===== src/rtl/debug_ram_sweeper_if.sv =====
// Host-stream and BRAM debug-port bundle for debug_ram_sweeper.
// Optional checksum signal present when SWEEPER_CHECKSUM_EN is defined.
`timescale 1ns/1ps
interface debug_ram_sweeper_if #(
    parameter int unsigned WORDS = 4096
);
    localparam int unsigned CntW = $clog2(WORDS) + 1;

    logic            start;
    logic            mode;
    logic            busy;
    logic            done;
    logic            in_valid;
    logic            in_ready;
    logic [31:0]     in_data;
    logic            in_last;
    logic            out_valid;
    logic            out_ready;
    logic [31:0]     out_data;
    logic [31:0]     out_addr;
    logic [31:0]     dbg_a2;
    logic [31:0]     dbg_wd2;
    logic [3:0]      dbg_we2;
    logic [31:0]     dbg_rd2;
    logic [CntW-1:0] word_count;
`ifdef SWEEPER_CHECKSUM_EN
    logic [31:0]     checksum;

    modport master (
        input  start, mode, in_valid, in_data, in_last, out_ready, dbg_rd2,
        output busy, done, in_ready, out_valid, out_data, out_addr,
               dbg_a2, dbg_wd2, dbg_we2, word_count, checksum
    );
    modport slave (
        output start, mode, in_valid, in_data, in_last, out_ready, dbg_rd2,
        input  busy, done, in_ready, out_valid, out_data, out_addr,
               dbg_a2, dbg_wd2, dbg_we2, word_count, checksum
    );
`else
    modport master (
        input  start, mode, in_valid, in_data, in_last, out_ready, dbg_rd2,
        output busy, done, in_ready, out_valid, out_data, out_addr,
               dbg_a2, dbg_wd2, dbg_we2, word_count
    );
    modport slave (
        output start, mode, in_valid, in_data, in_last, out_ready, dbg_rd2,
        input  busy, done, in_ready, out_valid, out_data, out_addr,
               dbg_a2, dbg_wd2, dbg_we2, word_count
    );
`endif
endinterface


===== src/rtl/debug_ram_sweeper.sv =====
// Loads a word stream into, or dumps a word range out of, a core RAM via its debug port.
// Define SWEEPER_CHECKSUM_EN to add a running modulo-2^32 checksum output.
`timescale 1ns/1ps
module debug_ram_sweeper #(
    parameter int unsigned WORDS  = 4096,
    parameter int unsigned RD_LAT = 1
) (
    input logic                 CPU_CLK,
    input logic                 CPU_RST,
    debug_ram_sweeper_if.master bus
);
    localparam int unsigned CntW = $clog2(WORDS) + 1;
    localparam int unsigned LatW = $clog2(RD_LAT + 1);

    typedef enum logic [2:0] {StIdle, StLoad, StDIssue, StDWait, StDOut, StDone} sweepState;

    sweepState       stateQ, stateD;
    logic [31:0]     pointerQ, pointerD;
    logic [CntW-1:0] countQ, countD;
    logic [LatW-1:0] latQ, latD;
    logic [31:0]     a2Q, a2D;
    logic [31:0]     wd2Q, wd2D;
    logic [3:0]      we2Q, we2D;
    logic [31:0]     outDataQ, outDataD;
    logic [31:0]     outAddrQ, outAddrD;
    logic            lastWord;
`ifdef SWEEPER_CHECKSUM_EN
    logic [31:0]     sumQ, sumD;
`endif

    assign lastWord = (countQ == CntW'(WORDS - 1));

    always_comb begin
        stateD   = stateQ;
        pointerD = pointerQ;
        countD   = countQ;
        latD     = latQ;
        a2D      = a2Q;
        wd2D     = wd2Q;
        we2D     = 4'b0000;
        outDataD = outDataQ;
        outAddrD = outAddrQ;
`ifdef SWEEPER_CHECKSUM_EN
        sumD     = sumQ;
`endif
        unique case (stateQ)
            StIdle: begin
                if (bus.start) begin
                    pointerD = '0;
                    countD   = '0;
`ifdef SWEEPER_CHECKSUM_EN
                    sumD     = '0;
`endif
                    if (bus.mode) begin
                        // Address is presented during D_ISSUE, so load it on entry.
                        a2D    = '0;
                        stateD = StDIssue;
                    end else begin
                        stateD = StLoad;
                    end
                end
            end
            StLoad: begin
                if (bus.in_valid) begin
                    a2D      = pointerQ;
                    wd2D     = bus.in_data;
                    we2D     = 4'b1111;
                    pointerD = pointerQ + 32'd4;
                    countD   = countQ + CntW'(1);
`ifdef SWEEPER_CHECKSUM_EN
                    sumD     = sumQ + bus.in_data;
`endif
                    if (bus.in_last || lastWord) stateD = StDone;
                end
            end
            StDIssue: begin
                latD   = LatW'(RD_LAT);
                stateD = StDWait;
            end
            StDWait: begin
                latD = latQ - LatW'(1);
                if (latQ == LatW'(1)) begin
                    outDataD = bus.dbg_rd2;
                    outAddrD = pointerQ;
                    stateD   = StDOut;
                end
            end
            StDOut: begin
                if (bus.out_ready) begin
                    countD   = countQ + CntW'(1);
                    pointerD = pointerQ + 32'd4;
                    a2D      = pointerQ + 32'd4;
`ifdef SWEEPER_CHECKSUM_EN
                    sumD     = sumQ + outDataQ;
`endif
                    stateD   = lastWord ? StDone : StDIssue;
                end
            end
            StDone:  stateD = StIdle;
            default: stateD = StIdle;
        endcase
    end

    always_ff @(posedge CPU_CLK or posedge CPU_RST) begin
        if (CPU_RST) begin
            stateQ   <= StIdle;
            pointerQ <= '0;
            countQ   <= '0;
            latQ     <= '0;
            a2Q      <= '0;
            wd2Q     <= '0;
            we2Q     <= '0;
            outDataQ <= '0;
            outAddrQ <= '0;
`ifdef SWEEPER_CHECKSUM_EN
            sumQ     <= '0;
`endif
        end else begin
            stateQ   <= stateD;
            pointerQ <= pointerD;
            countQ   <= countD;
            latQ     <= latD;
            a2Q      <= a2D;
            wd2Q     <= wd2D;
            we2Q     <= we2D;
            outDataQ <= outDataD;
            outAddrQ <= outAddrD;
`ifdef SWEEPER_CHECKSUM_EN
            sumQ     <= sumD;
`endif
        end
    end

    assign bus.busy       = stateQ inside {StLoad, StDIssue, StDWait, StDOut};
    assign bus.done       = (stateQ == StDone);
    assign bus.in_ready   = (stateQ == StLoad);
    assign bus.out_valid  = (stateQ == StDOut);
    assign bus.out_data   = outDataQ;
    assign bus.out_addr   = outAddrQ;
    assign bus.dbg_a2     = a2Q;
    assign bus.dbg_wd2    = wd2Q;
    assign bus.dbg_we2    = we2Q;
    assign bus.word_count = countQ;
`ifdef SWEEPER_CHECKSUM_EN
    assign bus.checksum   = sumQ;
`endif
endmodule


===== src/flat_wrapper.sv =====
// flat-port wrapper written by rule: the top's interface ports become plain ports
module debug_ram_sweeper_flat 
#(
    parameter int unsigned WORDS  = 4096,
    parameter int unsigned RD_LAT = 1
)
  (CPU_CLK, CPU_RST, bus_start, bus_mode, bus_in_valid, bus_in_data, bus_in_last, bus_out_ready, bus_dbg_rd2, bus_busy, bus_done, bus_in_ready, bus_out_valid, bus_out_data, bus_out_addr, bus_dbg_a2, bus_dbg_wd2, bus_dbg_we2, bus_word_count);
  debug_ram_sweeper_if #(.WORDS(WORDS)) bus_i ();
  input logic CPU_CLK;
  input logic CPU_RST;
  input wire logic [$bits(bus_i.start)-1:0] bus_start;
  input wire logic [$bits(bus_i.mode)-1:0] bus_mode;
  input wire logic [$bits(bus_i.in_valid)-1:0] bus_in_valid;
  input wire logic [$bits(bus_i.in_data)-1:0] bus_in_data;
  input wire logic [$bits(bus_i.in_last)-1:0] bus_in_last;
  input wire logic [$bits(bus_i.out_ready)-1:0] bus_out_ready;
  input wire logic [$bits(bus_i.dbg_rd2)-1:0] bus_dbg_rd2;
  output wire logic [$bits(bus_i.busy)-1:0] bus_busy;
  output wire logic [$bits(bus_i.done)-1:0] bus_done;
  output wire logic [$bits(bus_i.in_ready)-1:0] bus_in_ready;
  output wire logic [$bits(bus_i.out_valid)-1:0] bus_out_valid;
  output wire logic [$bits(bus_i.out_data)-1:0] bus_out_data;
  output wire logic [$bits(bus_i.out_addr)-1:0] bus_out_addr;
  output wire logic [$bits(bus_i.dbg_a2)-1:0] bus_dbg_a2;
  output wire logic [$bits(bus_i.dbg_wd2)-1:0] bus_dbg_wd2;
  output wire logic [$bits(bus_i.dbg_we2)-1:0] bus_dbg_we2;
  output wire logic [$bits(bus_i.word_count)-1:0] bus_word_count;
  assign bus_i.start = bus_start;
  assign bus_i.mode = bus_mode;
  assign bus_i.in_valid = bus_in_valid;
  assign bus_i.in_data = bus_in_data;
  assign bus_i.in_last = bus_in_last;
  assign bus_i.out_ready = bus_out_ready;
  assign bus_i.dbg_rd2 = bus_dbg_rd2;
  assign bus_busy = bus_i.busy;
  assign bus_done = bus_i.done;
  assign bus_in_ready = bus_i.in_ready;
  assign bus_out_valid = bus_i.out_valid;
  assign bus_out_data = bus_i.out_data;
  assign bus_out_addr = bus_i.out_addr;
  assign bus_dbg_a2 = bus_i.dbg_a2;
  assign bus_dbg_wd2 = bus_i.dbg_wd2;
  assign bus_dbg_we2 = bus_i.dbg_we2;
  assign bus_word_count = bus_i.word_count;
  debug_ram_sweeper #(.WORDS(WORDS), .RD_LAT(RD_LAT)) u_core (.CPU_CLK(CPU_CLK), .CPU_RST(CPU_RST), .bus(bus_i));
endmodule

===== config.mk =====
export PLATFORM = sky130hd
export DESIGN_NAME = debug_ram_sweeper_flat
export DESIGN_NICKNAME = d
export VERILOG_FILES = /design/src/rtl/debug_ram_sweeper_if.sv /design/src/rtl/debug_ram_sweeper.sv /design/src/flat_wrapper.sv
export SDC_FILE = /design/constraint.sdc
export NUM_CORES = 1
export LEC_CHECK = 0
export CAP_MARGIN = 20
export CORE_UTILIZATION = 55
export DETAILED_ROUTE_END_ITERATION = 6
export DONT_BUFFER_PORTS = 1
export GPL_TIMING_DRIVEN = 0
export PLACE_DENSITY = 0.73
export SKIP_CTS_REPAIR_TIMING = 1
export SYNTH_ARGS = -nofsm -noshare
export SYNTH_HDL_FRONTEND = slang
export SYNTH_SLANG_ARGS = --single-unit

===== constraint.sdc =====
create_clock -name CPU_CLK -period 6.6 [get_ports CPU_CLK]
set_clock_uncertainty 0.1 [all_clocks]
set_input_delay 1.32 -clock CPU_CLK [delete_from_list [all_inputs] [get_ports CPU_CLK]]
set_output_delay 1.32 -clock CPU_CLK [all_outputs]
set_load 0.1 [all_outputs]

==> results.md, run 1 <==
- Outcome: finished, final reports clean
- Routed Antenna Nets: 0
- Core footprint: 14,100 µm²
- CP Capture Type: output port
- Yosys warning total: 0
- Most frequent cells in the layout: 173 x dfrtp_1, 161 x nand2_1, 72 x o21ai_0
- Chip Height: 123 µm
- I/O Pins: 220
- WL met3: 2110 µm
- H-tree depth: 4
- Pre-CTS setup slack: 3.15 ns
- Final #Nets: 917
- Mean Syn Cell Area: 9.81 µm²
- Max Cap Violations: 0
- First-pass GRT wire length: 33,700 µm
- Total track usage: 0.298
- Slew margin rel.: 0.306
- Syn Inst Count: 821
- Sequential area share after synthesis: 0.537
- Clk sinks: 173
- Slew Limit Fails: 0
- Placed Area: 8360 µm²
- Slowest stage cell, crit path: clkbuf_2
- Synth Area in Compound Gates: 0.134
- Post-synthesis xor/xnor area fraction: 0.00870
- Clk buf depth: 2
- Post-synth top flop: dfrtp_1
- Leading cell type in the layout, fill and taps excluded: dfrtp_1
- Cells along the critical path: or3b_1 -> inv_1 -> clkbuf_2
- CTS clk-pin slew, worst paths: 0.06 ns
- Chip width: 123 µm
- Fin util: 0.632
- Clock Latency Late Sink: 0.43 ns
- Largest family of logic cells by synthesized area: simple AND/OR/NAND/NOR gates
- Initial drt markers: 545
- Starting density of the core: 0.571
- Cts bufs inserted: 17
- Root buffer cell: clkbuf_16
- Antenna Cells: 0
- CP peak stage delay: 0.63 ns
- Largest net degree at the start of global routing: 97
- Final hold violation count: 0
- Fraction of registers with async set/reset: 1.00
- Vias in the first global route: 6,332
- CP top delay family: buffers and inverters
- Setup violators final: 0
- Placed wire-length estimate: 15,700 µm
- Gp weighted congestion: 0.890
- Final setup margin: 3.08 ns
- Mux share of post-synthesis cell area: 0.0822
- Post-Synth Adder-Cell Area: 0.00466
- First drt pass iteration count: 5
- Synthesis-to-finish area growth: 10.7%
- Post-route minimum period: 3.52 ns
- Layout cell share with drive strength beyond 1: 0.157
- Simple-gate share of the synthesized area: 0.191
- Crit path buffers/inverters: 2
- WL final: 21,800 µm
- CP Max Fanout: 10
- Design area: 8910 µm²
- DR vias: 6,345
- Metal1 wirelength: 8780 µm
- Initial antenna violation count: 0
- Full die area: 15,100 µm²
- CP Data Arrival Time: 2.10 ns
- Tightest Pin Transition: 1.04 ns
- Setup CP Type: reg2out
- Unrepaired setup endpoints after global routing: no
- Drt drc: 0
- Cell Rows: 43
- CTS tree: yes
- CP startpoint kind: register
- Number of synthesized flops with an enable pin: 0
- Worst Hold Class: reg2reg
- Fin crit share: 0.533
- Highest Signal Layer: met4
- Gr ovfl total: 0
- Vias per cell: 6.12
- I/O Buffers: 0
- Number of library cell types mapped by synthesis: 65
- WL met2: 10,500 µm
- Wire length per cell: 21.1 µm
- Fmax: 284 MHz
- Cell area after synthesis: 8060 µm²
- Yosys reg bits: 173
- Worst path required time: 5.18 ns
- Post-Route Setup TNS: 0 ns
-- per-stage QoR --
step,cells,hold WS (ns)
floorplan,822,0.379
global placement,1002,0.440
detailed placement,1004,0.449
CTS,1036,0.459
global route,1036,0.514
finish,1036,0.470
-- sequential cells by signal, summed over array words and instances (netlist names) --
| signal | flops |
|---|---|
| u_core.bus.dbg_a2 | 31 |
| u_core.bus.dbg_wd2 | 32 |
| u_core.bus.dbg_we2 | 1 |
| u_core.bus.out_addr | 30 |
| u_core.bus.out_data | 32 |
| u_core.bus.word_count | 13 |
| u_core.latQ | 1 |
| u_core.pointerQ | 30 |
| u_core.stateQ | 3 |
-- metal layers --
| metal | vias up | track usage |
|---|---|---|
| met2 | 311 | 0.476 |
| met1 | 3087 | 0.379 |
| li1 | 2907 | - |
| met4 | 0 | 0.117 |
| met5 | - | 0 |
| met3 | 40 | 0.0932 |
-- synth_stat cells (2+ instances only) --
cell type,n,area share
a21o_1,5,0.0047
a21oi_1,38,0.024
a221oi_1,2,0.0022
a22oi_1,3,0.0028
a31oi_1,18,0.014
and2_1,5,0.0039
and3_1,9,0.0070
and4_1,4,0.0043
buf_2,15,0.0093
buf_4,9,0.0084
buf_6,2,0.0028
clkbuf_1,31,0.014
dfrtp_1,173,0.54
ha_1,3,0.0047
inv_1,12,0.0056
mux2_2,57,0.080
mux2i_1,2,0.0025
nand2_1,161,0.075
nand2b_1,2,0.0016
nand3_1,29,0.018
nand4_1,11,0.0085
nor2_1,55,0.026
nor2b_1,2,0.0016
nor3_1,13,0.0081
nor3b_1,2,0.0019
nor4_1,3,0.0023
nor4_4,3,0.0079
o211ai_1,2,0.0019
o21ai_0,72,0.045
o21ai_1,11,0.0068
o22a_1,2,0.0022
o311ai_0,2,0.0022
o31a_1,3,0.0033
o31ai_1,13,0.012
or3_1,10,0.0078
or3b_1,2,0.0022
xnor2_1,3,0.0033
xor2_1,5,0.0054
-- worst reg2reg max path, stage by stage (launching register included) --
cell	delay, ns
dfrtp_1	0.39
buf_6	0.14
nor4b_2	0.87
a211oi_2	0.34
buf_6	0.25
a221oi_1	0.47
nor2_1	0.11
-- final timing paths --
kind | from | end | slack, ns | cells after the start
max reg2reg | u_core.stateQ[0]$_DFFE_PP0P_ | u_core.bus.dbg_a2[13]$_DFFE_PP0P_ | 3.81 | 6
max in group asynchronous | CPU_RST | u_core.bus.dbg_a2[8]$_DFFE_PP0P_ | 4.86 | 2
min in group asynchronous | CPU_RST | u_core.bus.out_data[12]$_DFFE_PP0P_ | 0.69 | 1
min reg2reg | u_core.pointerQ[14]$_DFFE_PP0P_ | u_core.pointerQ[14]$_DFFE_PP0P_ | 0.47 | 1
max | u_core.stateQ[1]$_DFFE_PP0P_ | bus_in_ready | 3.08 | 3
min | u_core.pointerQ[14]$_DFFE_PP0P_ | u_core.pointerQ[14]$_DFFE_PP0P_ | 0.47 | 1
-- cells by family after synthesis --
logic type	after synthesis
AND/OR/NAND/NOR	323
AO/OA/AOI/OAI	183
flip-flops	173
buffers and inverters	71
multiplexers	59
XOR/XNOR	8
adder cells (fa/ha/maj)	3
other	1
-- area by class of cell --
| class | instances | area [µm²] |
|---|---|---|
| clock buffer | 19 | 443 |
| buffer | 58 | 288 |
| tap | 180 | 225 |
| multi-input combinational | 578 | 3400 |
| inverter | 13 | 56.3 |
| timing repair buffer | 2 | 55.1 |
| clock inverter | 13 | 115 |
| sequential | 173 | 4330 |
| fill | 1166 | 5180 |
Power of run 1 is not shown: default switching activity piles up to over one toggle a cycle in this logic, so the estimate is an artifact.
==> run 2: changes to the inputs <==
Settings changed: PLACE_DENSITY 0.73 to 0.76.
Clock period 6.6 ns to 3.1 ns, I/O delays scaled along.
==> results.md, run 2 (same netlist as run 1, synthesis figures left out) <==
- Gr ovfl total: 0 (unchanged)
- Final #Nets: 921 (was 917)
- Vias per cell: 6.26 (was 6.12)
- Clk sinks: 173 (unchanged)
- CP startpoint kind: register (unchanged)
- Starting density of the core: 0.571 (unchanged)
- CTS tree: yes (unchanged)
- WL met3: 2080 µm (was 2110 µm)
- Vias in the first global route: 6,408 (was 6,332)
- Outcome: finished, final reports clean (unchanged)
- Layout cell share with drive strength beyond 1: 0.154 (was 0.157)
- Final hold violation count: 0 (unchanged)
- Initial drt markers: 510 (was 545)
- Wire length per cell: 20.6 µm (was 21.1 µm)
- RR Startpoint: u_core.stateQ[0]$_DFFE_PP0P_ (unchanged)
- Worst reg2reg path endpoint: u_core.bus.dbg_a2[3]$_DFFE_PP0P_ (was u_core.bus.dbg_a2[13]$_DFFE_PP0P_)
- CTS clk-pin slew, worst paths: 0.06 ns (about the same)
- Core footprint: 14,100 µm² (unchanged)
- Setup CP Type: reg2reg (was reg2out)
- Routed Antenna Nets: 0 (unchanged)
- Tightest Pin Transition: 1.08 ns (was 1.04 ns)
- Leading cell type in the layout, fill and taps excluded: dfrtp_1 (unchanged)
- WL met2: 10,200 µm (was 10,500 µm)
- Initial antenna violation count: 0 (unchanged)
- Fmax: 354 MHz
- Worst Hold Class: in2reg (was reg2reg)
- Worst Setup EP: u_core.bus.dbg_a2[3]$_DFFE_PP0P_ (was bus_in_ready)
- FILL cells: 1,154 (was 1,166)
- I/O Buffers: 0 (unchanged)
- R2r setup slk: 0.27 ns (was 3.81 ns)
- Root buffer cell: clkbuf_16 (unchanged)
- Gp weighted congestion: 0.892 (was 0.890)
- Most frequent cells in the layout: 173 x dfrtp_1, 161 x nand2_1, 72 x o21ai_0 (unchanged)
- Chip Height: 123 µm (unchanged)
- DR vias: 6,490 (was 6,345)
- Non-Filler Instances: 1,037 (was 1,036)
- Post-route minimum period: 2.83 ns
- Metal1 wirelength: 8430 µm (was 8780 µm)
- H-tree depth: 4 (unchanged)
- Total track usage: 0.294 (was 0.298)
- Antenna Cells: 0 (unchanged)
- Largest net degree at the start of global routing: 48 (was 97)
- Worst R2R Path Depth: 6 (unchanged)
- Clk buf depth: 2 (unchanged)
- First-pass GRT wire length: 33,200 µm (was 33,700 µm)
- Setup violators final: 0 (unchanged)
- Hold path startpoint: bus_in_data[16] (was u_core.pointerQ[14]$_DFFE_PP0P_)
- Slew Limit Fails: 0 (unchanged)
- First drt pass iteration count: 7 (was 5)
- WL final: 21,400 µm (was 21,800 µm)
- CP Capture Type: register (was output port)
- Synthesis-to-finish area growth: 11.4% (was 10.7%)
- Placed cells: 1,007 (was 1,004)
- CP Data Arrival Time: 3.02 ns (was 2.10 ns)
- Slew margin rel.: 0.281 (was 0.306)
- Worst path required time: 3.29 ns (was 5.18 ns)
- Drt drc: 0 (unchanged)
- I/O Pins: 220 (unchanged)
- CP Max Fanout: 10 (unchanged)
- Max Cap Violations: 0 (unchanged)
- Placed wire-length estimate: 15,500 µm (was 15,700 µm)
- Full die area: 15,100 µm² (unchanged)
- Cell Rows: 43 (unchanged)
- Cts bufs inserted: 17 (unchanged)
- Unrepaired setup endpoints after global routing: no (unchanged)
- Worst setup startpoint: u_core.stateQ[0]$_DFFE_PP0P_ (was u_core.stateQ[1]$_DFFE_PP0P_)
- Chip width: 123 µm (unchanged)
- Clock Latency Late Sink: 0.43 ns (about the same)
- Fin crit share: 0.912
- Highest Signal Layer: met4 (unchanged)
[run 2: changes by cell type in the layout (fill, tap and decap cells not counted), moves of 2 or more]
cell | before | now
buf_12 | 0 | 4
inv_6 | 3 | 0
clkbuf_1 | 31 | 33
clkinvlp_4 | 4 | 2
[run 2: critical path: stages (launching register included)]
cell and delay, ns:
dfrtp_1 0.38, buf_6 0.14, nor4b_2 0.90, a211oi_2 0.37, buf_6 0.25, a221oi_1 0.47, nor2_1 0.09
[run 2: worst min path at each step]
stage | slack, ns | cells after the start | to
after floorplan | 0.38 | 1 | u_core.pointerQ[14]$_DFFE_PP0P_
final | 0.19 | 2 | u_core.bus.dbg_wd2[16]$_DFFE_PP0P_
after CTS | -0.10 | 1 | u_core.bus.out_data[14]$_DFFE_PP0P_
after global routing | 0.19 | 2 | u_core.bus.dbg_wd2[20]$_DFFE_PP0P_
after detailed placement | 0.35 | 1 | u_core.bus.out_data[14]$_DFFE_PP0P_
after global placement | 0.40 | 1 | u_core.pointerQ[14]$_DFFE_PP0P_
[run 2: metrics by stage]
stage               utilization  setup WS [ns]  hold WS [ns]  area, µm²  TNS, ns
global placement          0.588         -0.591         0.400       8290  -101.21
global route              0.636          0.135         0.188       8970        0
floorplan                     -          0.158         0.379       8060        0
CTS                       0.636          0.298        -0.101       8960        0
detailed placement        0.596          0.341         0.346       8400        0
finish                    0.636          0.273         0.192       8970        0
[run 2: final cells by class]
type | instances | area, µm² | share of cell area
sequential | 173 | 4330 | 0.483
multi-input combinational | 578 | 3400 | 0.379
clock buffer | 22 | 464 | 0.0518
buffer | 58 | 288 | 0.0321
tap | 180 | 225 | 0.0251
timing repair buffer | 6 | 118 | 0.0131
clock inverter | 7 | 91.3 | 0.0102
inverter | 13 | 52.6 | 0.00586
[run 2: routing by layer]
metal / track usage / vias to the layer above
met5: 0 / -
met2: 0.471 / 347
met3: 0.0973 / 50
met1: 0.361 / 3178
met4: 0.132 / 0
li1: - / 2915
Power of run 2 is left out for the same reason.
==> run 3: changes to the inputs <==
Settings changed: ABC_CLOCK_PERIOD_IN_PS from default to 3100, SKIP_LAST_GASP from default to 1.
==> results of run 3 <==
The final DEF is identical to that of run 2; final timing and power are the same.
Power of run 3 is left out for the same reason.
